File: src/rtl/spi_slave.sv
// SPI slave with pro_clk-domain synchronizers, one-byte tx buffer and rx holding register.
// Mode is fixed per instance by CPOL/CPHA; all sclk/ss_n/mosi activity is sampled on pro_clk.
module spi_slave #(
   parameter bit CPOL = 1'b0,
   parameter bit CPHA = 1'b0
) (
   input  logic       pro_clk,
   input  logic       rst,
   input  logic       sclk,
   input  logic       ss_n,
   input  logic       mosi,
   output logic       miso,
   input  logic [7:0] tx_data,
   input  logic       tx_load,
   output logic       tx_ready,
   output logic [7:0] rx_data,
   output logic       rx_valid,
   input  logic       rx_ack,
   output logic       overrun,
   input  logic       overrun_clr,
   output logic       busy
);

   localparam logic [1:0] IDLE  = 2'd0;
   localparam logic [1:0] LOAD  = 2'd1;
   localparam logic [1:0] SHIFT = 2'd2;
   localparam logic [1:0] DONE  = 2'd3;

   logic [1:0] r_state;
   logic [2:0] r_sclk_sync;
   logic [2:0] r_ss_sync;
   logic [1:0] r_mosi_sync;
   logic       r_s1_valid;
   logic       r_armed;
   logic [7:0] r_sr;
   logic [3:0] r_bit_cnt;
   logic [7:0] r_txbuf;
   logic       r_tx_ready;
   logic [7:0] r_rx_data;
   logic       r_rx_valid;
   logic       r_overrun;
   logic       r_miso;

   logic w_lead;
   logic w_trail;
   logic w_sample;
   logic w_shift;
   logic w_ss_fall;
   logic w_ss_rise;
   logic w_load_go;
   logic w_done;

   assign w_lead    = (r_sclk_sync[1] != CPOL) && (r_sclk_sync[2] == CPOL);
   assign w_trail   = (r_sclk_sync[1] == CPOL) && (r_sclk_sync[2] != CPOL);
   assign w_sample  = CPHA ? w_trail : w_lead;
   assign w_shift   = CPHA ? w_lead : w_trail;
   // A falling ss_n only counts once ss_n has really been seen high since reset.
   assign w_ss_fall = !r_ss_sync[1] && r_ss_sync[2] && r_armed;
   assign w_ss_rise = r_ss_sync[1] && !r_ss_sync[2];
   assign w_load_go = (r_state == LOAD) && !w_ss_rise;
   assign w_done    = (r_state == DONE);

   always_ff @(posedge pro_clk) begin
      if (rst) begin
         r_sclk_sync <= {3{CPOL}};
         r_ss_sync   <= 3'b111;
         r_mosi_sync <= '0;
         r_s1_valid  <= 1'b0;
         r_armed     <= 1'b0;
      end else begin
         r_sclk_sync <= {r_sclk_sync[1:0], sclk};
         r_ss_sync   <= {r_ss_sync[1:0], ss_n};
         r_mosi_sync <= {r_mosi_sync[0], mosi};
         r_s1_valid  <= 1'b1;
         if (r_s1_valid && r_ss_sync[0])
            r_armed <= 1'b1;
      end
   end

   always_ff @(posedge pro_clk) begin
      if (rst) begin
         r_state   <= IDLE;
         r_sr      <= '0;
         r_bit_cnt <= '0;
         r_miso    <= 1'b0;
      end else begin
         case (r_state)
            IDLE: begin
               r_miso <= 1'b0;
               if (w_ss_fall)
                  r_state <= LOAD;
            end
            LOAD: begin
               r_bit_cnt <= '0;
               if (w_ss_rise) begin
                  r_state <= IDLE;
               end else begin
                  r_sr <= r_tx_ready ? 8'h00 : r_txbuf;
                  if (!CPHA)
                     r_miso <= r_tx_ready ? 1'b0 : r_txbuf[7];
                  r_state <= SHIFT;
               end
            end
            SHIFT: begin
               if (w_ss_rise) begin
                  r_bit_cnt <= '0;
                  r_state   <= IDLE;
               end else begin
                  if (w_sample) begin
                     r_sr      <= {r_sr[6:0], r_mosi_sync[1]};
                     r_bit_cnt <= r_bit_cnt + 4'd1;
                     if (r_bit_cnt == 4'd7)
                        r_state <= DONE;
                  end
                  if (w_shift)
                     r_miso <= r_sr[7];
               end
            end
            default: begin
               r_state <= r_ss_sync[1] ? IDLE : LOAD;
            end
         endcase
      end
   end

   // A tx_load coinciding with LOAD wins: the old byte is shifted, the new one waits.
   always_ff @(posedge pro_clk) begin
      if (rst) begin
         r_txbuf    <= '0;
         r_tx_ready <= 1'b1;
      end else if (tx_load) begin
         r_txbuf    <= tx_data;
         r_tx_ready <= 1'b0;
      end else if (w_load_go) begin
         r_tx_ready <= 1'b1;
      end
   end

   always_ff @(posedge pro_clk) begin
      if (rst) begin
         r_rx_data  <= '0;
         r_rx_valid <= 1'b0;
         r_overrun  <= 1'b0;
      end else begin
         if (w_done) begin
            r_rx_data  <= r_sr;
            r_rx_valid <= 1'b1;
         end else if (rx_ack) begin
            r_rx_valid <= 1'b0;
         end
         if (w_done && r_rx_valid && !rx_ack)
            r_overrun <= 1'b1;
         else if (overrun_clr)
            r_overrun <= 1'b0;
      end
   end

   assign miso     = (r_state == IDLE) ? 1'b0 : r_miso;
   assign tx_ready = r_tx_ready;
   assign rx_data  = r_rx_data;
   assign rx_valid = r_rx_valid;
   assign overrun  = r_overrun;
   assign busy     = (r_state != IDLE);

endmodule

File: config.mk
export PLATFORM = sky130hd
export DESIGN_NAME = spi_slave
export DESIGN_NICKNAME = d
export VERILOG_FILES = /design/src/rtl/spi_slave.sv
export SDC_FILE = /design/constraint.sdc
export NUM_CORES = 1
export LEC_CHECK = 0
export ABC_AREA = 1
export CORE_MARGIN = 3
export CORE_UTILIZATION = 55
export DETAILED_ROUTE_END_ITERATION = 10
export PLACE_DENSITY = 0.81
export REMOVE_ABC_BUFFERS = 1
export SLEW_MARGIN = 20
export SYNTH_ARGS = -nofsm -noshare
export SYNTH_HDL_FRONTEND = slang
export SYNTH_SLANG_ARGS = --single-unit
File: constraint.sdc
create_clock -name pro_clk -period 4.05 [get_ports pro_clk]
set_input_delay 0.81 -clock pro_clk [delete_from_list [all_inputs] [get_ports pro_clk]]
set_output_delay 0.81 -clock pro_clk [all_outputs]
set_load 0.03 [all_outputs]
# ---- Word level (Yosys, flattened, before mapping)
# Cells that the tools add are included.
# W data, S select, Z words.
dict set report word_totals {
  wordCells 80
  register_bits 44
  out_inout_bits 13
}
dict set report op_classes {
  add_sub_neg 1
  n_reduce_logical 24
  muxes 28
  bitwise 2
  n_eq_ne 11
}
# op count
set ops {}
lappend ops {{$mux W8} 4}
lappend ops {{$pmux W8 S2} 1}
lappend ops {{$mux W1} 13}
lappend ops {{$mux W2} 5}
lappend ops {{$ne A2 B2 Y1 const B} 5}
lappend ops {{$reduce_bool A2 Y1} 5}
lappend ops {{$logic_and A1 B1 Y1} 9}
lappend ops {{$mux W4} 2}
lappend ops {{$pmux W4 S2} 1}
lappend ops {{$reduce_and A4 Y1} 2}
lappend ops {{$ne A3 B3 Y1 const B} 2}
lappend ops {{$pmux W2 S3} 1}
lappend ops {{$add A4 B1 Y4 const B} 1}
lappend ops {{$eq A2 B2 Y1 const B} 2}
lappend ops {{$eq A4 B3 Y1 const B} 1}
lappend ops {{$logic_not A1 Y1} 4}
lappend ops {{$pmux W1 S3} 1}
lappend ops {{$reduce_and A3 Y1} 1}
lappend ops {{$reduce_bool A3 Y1} 1}
lappend ops {{$eq A2 B1 Y1 const B} 1}
lappend ops {{$logic_not A2 Y1} 1}
lappend ops {{$not A1 Y1} 2}
lappend ops {{$reduce_and A2 Y1} 1}

# ---- Logic depth before layout (Yosys ltp)
dict set report depth {
  depth_word 6
  mapped_depth 11
}

# ---- Least setup slack after synthesis
# OpenSTA, ideal clock, no wires.
dict set report synth_timing {
  path_kind {reg-to-output}
  start {register r_state[0]}
  end {output miso}
  arrival_ns 1.097
  setup_slack_ns 2.143
  path_buffers 0
  stages_incl_launch_ff 4
  cell_sequence {dfxtp_1 > inv_1 > ha_1 > nor2_1}
}
dict set report synth_via {
  elab_chain_cells 2
}
# element line
set synth_lines {}
lappend synth_lines {{start, declared} 29} ;# logic [1:0] r_state;
lappend synth_lines {{start signal, assigned} 120} ;# r_state <= r_ss_sync[1] ? IDLE : LOAD;
lappend synth_lines {{$logic_not A2 Y1} 158} ;# assign miso = (r_state == IDLE) ? 1'b0 : r_miso;
lappend synth_lines {{$mux W1} 158}
lappend synth_lines {{end, declared} 12} ;# output logic miso,
# No other way between the ends.

# ---- Worst setup path in the final report
# Ends and elaborated chain as after synthesis.

==> flow_metrics.py <==
metrics = {
    "power": {
        "cellPowerDensity_mw_per_mm2": 596,
        "p_leak_uw": 0.00101,
        "ir_worst_vdd_uv": 298,
    },
    "setup_path": {
        "critPathArrivalTime_ns": 1.93,
        "max_stage_delay_ns": 0.67,
        "criticalPathCategory": "register to output port",
        "worstPathMaxFanout": 5,
        "reg2reg_depth": 9,
        "crit_required_ns": 3.24,
        "r2r_setup_slack_ns": 2.36,
        "worst_path_max_delay_cell": "clkdlybuf4s50_1",
        "path_cells": "inv_1, ha_1, nor2_1, clkdlybuf4s50_1",
        "startpoint_type": "register",
        "endpoint_kind": "output port",
    },
    "synth": {
        "ys_types": 22,
        "synthXorXnorAreaFrac_pct": 0,
        "muxShareOfSynthArea_pct": 0,
        "synthAdderAreaFrac_pct": 4.00,
        "ys.flop_type": "dfxtp_1",
        "synthCells": 256,
        "yosys_warnings": 0,
        "synth_area_mm2": 0.00188,
        "synth-simple-area-share_pct": 27.1,
        "synth_top_family_by_area": "simple AND/OR/NAND/NOR gates",
        "synth_compound_area_share_pct": 12.3,
        "synthArstFlopShare_pct": 0,
        "ys_ff_latch": 44,
        "yosysSeqAreaShare_pct": 46.9,
        "synth_edf_count": 0,
        "synth_area_per_cell_um2": 7.34,
    },
    "place": {
        "gp_congestion": 0.854,
        "placed_cell_area_mm2": 0.00215,
        "io_buffers": 28,
        "place_inst": 318,
        "hpwl_um": 2470,
    },
    "floorplanning": {
        "io_pins": 29,
        "dieArea_mm2": 0.00415,
        "fp-row-count": 20,
        "die_h_um": 64.4,
        "die_w_um": 64.4,
        "coreArea_mm2": 0.00315,
        "start_util_pct": 59.6,
    },
    "layout": {
        "area_delta_synth_final_pct": 18.3,
        "n_antenna_cell": 0,
        "nets": 303,
        "fill_cells": 270,
        "finalNonFillerCells": 324,
        "postLayoutCellArea_mm2": 0.00222,
        "multi_input_area_um2": 815,
        "seq_area_um2": 881,
        "drive_gt1_share_pct": 6.07,
        "final_util_pct": 70.5,
    },
    "worst_hold_path": {
        "holdPathStages": 2,
        "min_path_type": "register to register",
    },
    "route": {
        "drt_wl_total_um": 3680,
        "antenna_left": 0,
        "vias_per_cell": 5.04,
        "wl_per_cell_um": 11.3,
        "via_count": 1633,
        "drt_first_pass_iters": 4,
        "drc": 0,
        "drtIter0Drc": 79,
    },
    "clock_tree": {
        "hold_buffers": 0,
        "clk_latency_ns": 0.35,
        "h-tree-depth": 2,
        "clock_sinks": 44,
        "cts_tree": "yes",
        "path_clk_slew_ns": 0.12,
        "clockRootBuffer": "clkbuf_4",
        "cts_made_buffers": 5,
        "clockBufferDepth": 2,
        "cts_post_setup_buffers_inserted": 0,
        "cts_resized": 0,
    },
    "grt": {
        "grt_use_met1_pct": 25.1,
        "grt_pass1_wl_um": 6620,
        "grt_use_met2_pct": 33.4,
        "grt_util_met3_pct": 6.41,
        "grt.total_usage_pct": 20.4,
        "grt_pass1_vias": 1538,
        "busiest_layer": "met2",
        "gr-total-overflow": 0,
        "grt_max_degree": 32,
        "antenna_found_initial": 0,
    },
    "flow_run": {
        "cap_violations": 0,
    },
    "sta": {
        "fin_skew_ns": 0.0112,
        "worst_pin_slew_ns": 0.797,
        "whs_ns": 0.416,
        "maxSlewHeadroom_pct": 46.8,
        "fin_crit_ns": 2.74,
        "tns_ns": 0,
        "grt_setup_unrepaired": "false",
        "max_freq_ghz": 0.364,
        "hold_viol": 0,
        "setup_viol": 0,
        "post-route-period-util_pct": 67.8,
        "drv_slew": 0,
    },
    "outcome": {
        "status": "finished clean",
    },
}
## cells in the mapped netlist, types with 2 or more instances
cell type / number / area, um^2
o21ai_0: 28 / 140
clkbuf_1: 5 / 18.8
nand3_1: 19 / 95.1
buf_2: 2 / 10.0
a21oi_1: 15 / 75.1
inv_1: 29 / 109
nand2_1: 38 / 143
inv_2: 3 / 11.3
nand2_2: 2 / 12.5
buf_6: 2 / 22.5
nor2_1: 52 / 195
ha_1: 6 / 75.1
or2_2: 3 / 18.8
dfxtp_1: 44 / 881
## layout by cell type (no fill, tap or decap), types with 2 or more instances in the layout
cell / Yosys / layout
nand3_1: 19 / 19
nor2_1: 52 / 52
inv_1: 29 / 29
inv_2: 3 / 3
ha_1: 6 / 6
a21oi_1: 15 / 15
nand2_1: 38 / 38
o21ai_0: 28 / 28
clkdlybuf4s50_1: 0 / 28
nand2_2: 2 / 2
dfxtp_1: 44 / 44
or2_2: 3 / 3
clkbuf_4: 0 / 5
## worst max-delay path, delay by kind of cell, from the launching register on
family | cells | cell delay [ns]
buf+inv | 2 | 0.77
fa+ha+maj | 1 | 0.28
flops | 1 | 0.41
simple gates | 1 | 0.12
## report_power, final
group	switching (uW)	total, uW	internal, uW
combinational	344	530	186
sequential	33.3	538	505
clock	133	257	124
## kinds of logic after synthesis
kind of cell               after synthesis
buffers and inverters                   43
and+or+nand+nor                        118
DFF                                     44
adders and majority gates                6
AOI/OAI and AO/OA                       45
## state kept, by name, summed over array words and instances (netlist names), 2 cells and up
register	count
r_sr	8
r_txbuf	8
rx_data	8
r_bit_cnt	4
r_sclk_sync	3
r_ss_sync	3
r_mosi_sync	2
r_state	2
## cell type report
| type | instances | share of cell area (%) |
|---|---|---|
| Sequential cell | 44 | 39.6 |
| Multi-Input combinational cell | 169 | 36.7 |
| Timing Repair Buffer | 28 | 12.6 |
| Inverter | 33 | 5.57 |
| Tap cell | 44 | 2.48 |
| Clock buffer | 5 | 1.69 |
| Clock inverter | 1 | 1.35 |
## layer usage
layer	routed length, um	up-vias
met5	0	-
met4	61	0
met3	179	9
met2	1700	40
met1	1730	740
li1	-	844
## final timing paths
path                                                 from                         to
worst max-delay path              r_state[0]$_SDFFE_PP0P_                       miso
worst min-delay path            r_mosi_sync[0]$_SDFF_PP0_  r_mosi_sync[1]$_SDFF_PP0_
worst max register to register    r_state[0]$_SDFFE_PP0P_       r_sr[0]$_SDFFE_PP0P_
worst min register to register  r_mosi_sync[0]$_SDFF_PP0_  r_mosi_sync[1]$_SDFF_PP0_
## stage by stage
stage	total power [uW]	setup slack, ns
after floorplan	930	2.14
after global placement	1060	1.52
after detailed placement	1070	1.47
after CTS	1330	1.28
after global routing	1440	1.15
final	1320	1.31
Note: power is estimated with default switching activity, not from simulation.
